==> src/rtl/pixel_sink.sv <==
// Pixel sink: buffers plot requests in a small FIFO, converts (x, y) to a linear
// framebuffer address and drives the video memory write port; also runs full-screen clears.
module pixel_sink #(
  parameter int FIFO_DEPTH = 4,
  parameter int SCREEN_W   = 320,
  parameter int SCREEN_H   = 240
) (
  input  logic        clock,
  input  logic        resetn,
  input  logic        plot,
  input  logic [8:0]  x_in,
  input  logic [7:0]  y_in,
  input  logic [2:0]  colour_in,
  output logic        ready,
  input  logic        clear_req,
  input  logic [2:0]  clear_colour,
  output logic [16:0] mem_addr,
  output logic [2:0]  mem_data,
  output logic        mem_we,
  output logic        clear_done,
  output logic        busy,
  output logic [7:0]  drop_count
);

  localparam int AW   = $clog2(FIFO_DEPTH);
  localparam int NPIX = SCREEN_W * SCREEN_H;

  typedef enum logic [1:0] {STREAM, DRAIN, CLEAR} state_t;

  state_t      state_reg;
  logic [19:0] fifo_mem [FIFO_DEPTH];
  logic [AW:0] wr_ptr_reg;
  logic [AW:0] rd_ptr_reg;
  logic [16:0] clr_cnt_reg;
  logic [2:0]  clr_colour_reg;

  logic        fifo_empty;
  logic        fifo_full;
  logic        push;
  logic        pop;
  logic [19:0] head;
  logic [8:0]  head_x;
  logic [7:0]  head_y;
  logic [2:0]  head_c;
  logic        head_in_range;
  logic [16:0] head_addr;
  logic        clr_last;

  // Extra pointer bit distinguishes full from empty when the indices match.
  assign fifo_empty = (wr_ptr_reg == rd_ptr_reg);
  assign fifo_full  = (wr_ptr_reg[AW] != rd_ptr_reg[AW]) &&
                      (wr_ptr_reg[AW-1:0] == rd_ptr_reg[AW-1:0]);

  assign ready = (state_reg == STREAM) && !fifo_full;
  assign push  = plot && ready;
  assign pop   = !fifo_empty;
  assign busy  = !fifo_empty || mem_we || (state_reg != STREAM);

  assign head          = fifo_mem[rd_ptr_reg[AW-1:0]];
  assign head_x        = head[19:11];
  assign head_y        = head[10:3];
  assign head_c        = head[2:0];
  assign head_in_range = (int'(head_x) < SCREEN_W) && (int'(head_y) < SCREEN_H);
  // y*320 as two shifts; the sum stays within 17 bits for any legal coordinate.
  assign head_addr     = ({9'd0, head_y} << 8) + ({9'd0, head_y} << 6) + {8'd0, head_x};
  assign clr_last      = (clr_cnt_reg == 17'(NPIX - 1));

  // Storage carries no reset; only the pointers define what is valid.
  always_ff @(posedge clock) begin
    if (push) begin
      fifo_mem[wr_ptr_reg[AW-1:0]] <= {x_in, y_in, colour_in};
    end
  end

  always_ff @(posedge clock or negedge resetn) begin
    if (!resetn) begin
      state_reg      <= STREAM;
      wr_ptr_reg     <= '0;
      rd_ptr_reg     <= '0;
      clr_cnt_reg    <= '0;
      clr_colour_reg <= '0;
      mem_addr       <= '0;
      mem_data       <= '0;
      mem_we         <= 1'b0;
      clear_done     <= 1'b0;
      drop_count     <= '0;
    end else begin
      mem_we     <= 1'b0;
      clear_done <= 1'b0;

      if (push) begin
        wr_ptr_reg <= wr_ptr_reg + 1'b1;
      end

      if (pop) begin
        rd_ptr_reg <= rd_ptr_reg + 1'b1;
        if (head_in_range) begin
          mem_we   <= 1'b1;
          mem_addr <= head_addr;
          mem_data <= head_c;
        end else if (drop_count != 8'hFF) begin
          drop_count <= drop_count + 1'b1;
        end
      end

      case (state_reg)
        STREAM: begin
          // A plot accepted alongside clear_req is already queued, so it drains first.
          if (clear_req) begin
            clr_colour_reg <= clear_colour;
            state_reg      <= DRAIN;
          end
        end
        DRAIN: begin
          if (fifo_empty) begin
            clr_cnt_reg <= '0;
            state_reg   <= CLEAR;
          end
        end
        CLEAR: begin
          mem_we      <= 1'b1;
          mem_addr    <= clr_cnt_reg;
          mem_data    <= clr_colour_reg;
          clr_cnt_reg <= clr_cnt_reg + 1'b1;
          if (clr_last) begin
            clear_done <= 1'b1;
            state_reg  <= STREAM;
          end
        end
        default: state_reg <= STREAM;
      endcase
    end
  end

endmodule

==> config.mk <==
export PLATFORM = sky130hd
export DESIGN_NAME = pixel_sink
export DESIGN_NICKNAME = d
export VERILOG_FILES = /design/src/rtl/pixel_sink.sv
export SDC_FILE = /design/constraint.sdc
export NUM_CORES = 1
export LEC_CHECK = 0
export CORE_AREA = 3 3 140 142
export CTS_CLUSTER_DIAMETER = 50
export DETAILED_ROUTE_END_ITERATION = 7
export DIE_AREA = 0 0 143 145
export DONT_BUFFER_PORTS = 1
export PLACE_DENSITY = 0.45
export SYNTH_ARGS = -nofsm -noshare
export SYNTH_HDL_FRONTEND = slang
export SYNTH_SLANG_ARGS = --single-unit
export TNS_END_PERCENT = 100
==> constraint.sdc <==
create_clock -name clock -period 7.95 [get_ports clock]
set_input_delay 1.9875 -clock clock [delete_from_list [all_inputs] [get_ports clock]]
set_output_delay 1.9875 -clock clock [all_outputs]
set_load 0.005 [all_outputs]
==> qor.yml <==
run_status:
  status: "complete, no violations"
cts:
  clk_pin_slew_worst_paths_ns: 0.06
  cts_tree: "yes"
  cts_sinks: 138
  hold_buffers: 0
  cts-resized-gates: 0
  cts_setup_buffers: 0
  worstSkewPairLatency_ns: 0.41
  cts-buffers-inserted: 17
  cts_root_buffer: "clkbuf_16"
  cts.htree.levels: 4
  cts_max_path_buffers: 2
cells_and_area:
  utilization_pct: 37.8
  synthToLayoutAreaGrowth_pct: 12.9
  largest_reg_flops: 80
  mostFrequentLayoutCell: "edfxtp_1"
  layout_common_cells: "edfxtp_1, nand2_1, dfrtp_1, o21ai_0, ha_1"
  fin_nets: 509
  antenna_cells: 0
  drive_gt1_share_pct: 12.2
logic_synthesis:
  synth_edf_count: 80
  synth_area_per_cell_um2: 14.0
  yosys_most_used_dff: "edfxtp_1"
  netlist_area_um2: 6230
  async_flop_share_pct: 42.0
  synthDistinctLibCells: 52
  synth_top_area_share_pct: 38.6
  ys.warnings.count: 0
  synth-seq-cells: 138
  seq_area_frac_synth_pct: 61.9
  syn_inst: 446
  yosys-top-cells-area: "edfxtp_1, dfrtp_1, ha_1"
  synth_nets: 497
  yosysTopAreaCell: "edfxtp_1"
critical_path:
  arrival_ns: 2.12
  worstRegToRegCells: 10
  cp-start-kind: "register"
  endpoint_kind: "output pin"
  worst-path-stages: 4
  crit_family: "simple AND/OR/NAND/NOR gates"
  worst-path-buf-inv: 1
  worstPathRequired_ns: 5.96
  cp_slowest_cell: "nor3_2"
  max_stage_delay_ns: 0.62
  critPathKind: "reg -> out"
  crit_fanout: 23
  crit_chain: "buf_4, xor2_1, nor3_2, nand3b_1"
drt:
  viasPerCell: 4.98
  drt-total-wl_um: 13000
  drt-initial-drc-count: 143
  ant_nets: 0
  wl_per_cell_um: 18.5
  route.detailed.drc: 0
  vias: 3501
  drt-pass1-iter-count: 4
pwr:
  powerDensity_nw_per_um2: 429
  p_leak_nw: 2.69
  power_mw: 3.02
  ir_worst_vdd_uv: 184
min_path:
  hold_class: "reg -> reg"
  hold_depth: 1
timing:
  tightest_slew_ns: 0.900
  timing.hold.ws_ns: 0.507
  final-max-slew-violation-count: 0
  relSlewSlack_pct: 39.5
  finClkSkew_ns: 0.00628
  finalHoldViolCount: 0
  rsz0062_at_grt: "no"
  finalWorstSetupSlack_ns: 3.84
  period_share_pct: 51.7
  min_period_ns: 4.11
  timing.fmax_mhz: 243
  tns_ns: 0
  finalSetupViolCount: 0
global_routing:
  grt_overflow: 0
  grt_antenna_before_repair: 0
  grt_pass1_vias: 3646
  grt_usage_pct: 13.1
  grt_max_degree: 59
  grt_pass1_wl_um: 20600
die:
  core_um2: 18600
  num_io_pins: 59
  row_count: 50
  start_util_pct: 33.5
  die_y_um: 145
  die-area_um2: 20700
  die-width_um: 143
place:
  dpl.hpwl_um: 8920
  gp_congestion: 0.771
  io_buffers: 0
  dpl_worst_slack_ns: 4.23
job:
  drv_cap: 0
## path summary, 6_finish.rpt
path	slack, ns	end	start
max in group asynchronous	6.58	rd_ptr_reg[0]	resetn
min in group asynchronous	1.27	clr_cnt_reg[0]	resetn
max	3.84	busy	rd_ptr_reg[0]
max reg2reg	4.50	mem_addr[15]	rd_ptr_reg[0]
min	0.51	state_reg[0]	state_reg[1]
min reg2reg	0.51	state_reg[0]	state_reg[1]
## cell families after synthesis
family | share of synthesized area (%)
XOR/XNOR | 2.95
adder cells (fa/ha/maj) | 5.06
AND/OR/NAND/NOR | 10.2
flip-flops | 61.9
buffers and inverters | 2.45
AO/OA/AOI/OAI | 7.37
multiplexers | 10.0
## routing by layer
| metal | up-vias | track usage, % | wire, um |
|---|---|---|---|
| met2 | 71 | 20.5 | 6180 |
| met3 | 10 | 5.08 | 788 |
| li1 | 1694 | - | - |
| met1 | 1726 | 16.8 | 5900 |
| met4 | 0 | 4.13 | 158 |
| met5 | - | 0 | 0 |
## synthesized netlist by cell type, types with 10 or more instances
library cell  number
inv_1             12
edfxtp_1          80
nand4_1           11
nor2_1            19
o21ai_0           24
mux4_2            12
nand2_1           68
dfrtp_1           58
ha_1              22
xnor2_1           12
mux2i_1           10
## power breakdown
group          switching, mW  leakage, nW  total [mW]  internal (mW)
sequential             0.107         1.45        1.03          0.921
combinational          0.719        0.975        1.24          0.522
clock                  0.291        0.265       0.747          0.456
total                   1.12         2.69        3.02           1.90
## worst reg2reg max path, cell delays in order, from the launching register on
cell and delay [ns]:
dfrtp_1 0.32, buf_4 0.37, mux4_1 0.71, ha_1 0.31, ha_1 0.23, fa_1 0.43, a211oi_1 0.25, o21bai_1 0.13
a311oi_1 0.31, xor2_1 0.18, o21ai_1 0.07
## cell type report
type / count / area [um2]
flip-flops and latches: 138 / 3850
well taps: 234 / 293
fillers: 1758 / 11500
clock buffers: 18 / 429
multi-input cells: 281 / 2220
inverters: 12 / 45.0
clock inverters: 12 / 126
repair buffers: 8 / 60.1
## per-stage QoR
step / instances / cell area [um2]
after CTS: 703 / 7030
final: 703 / 7030
after global placement: 673 / 6480
after floorplan: 446 / 6230
after detailed placement: 673 / 6480
after global routing: 703 / 7030
Note: power is estimated with default switching activity, not from simulation.
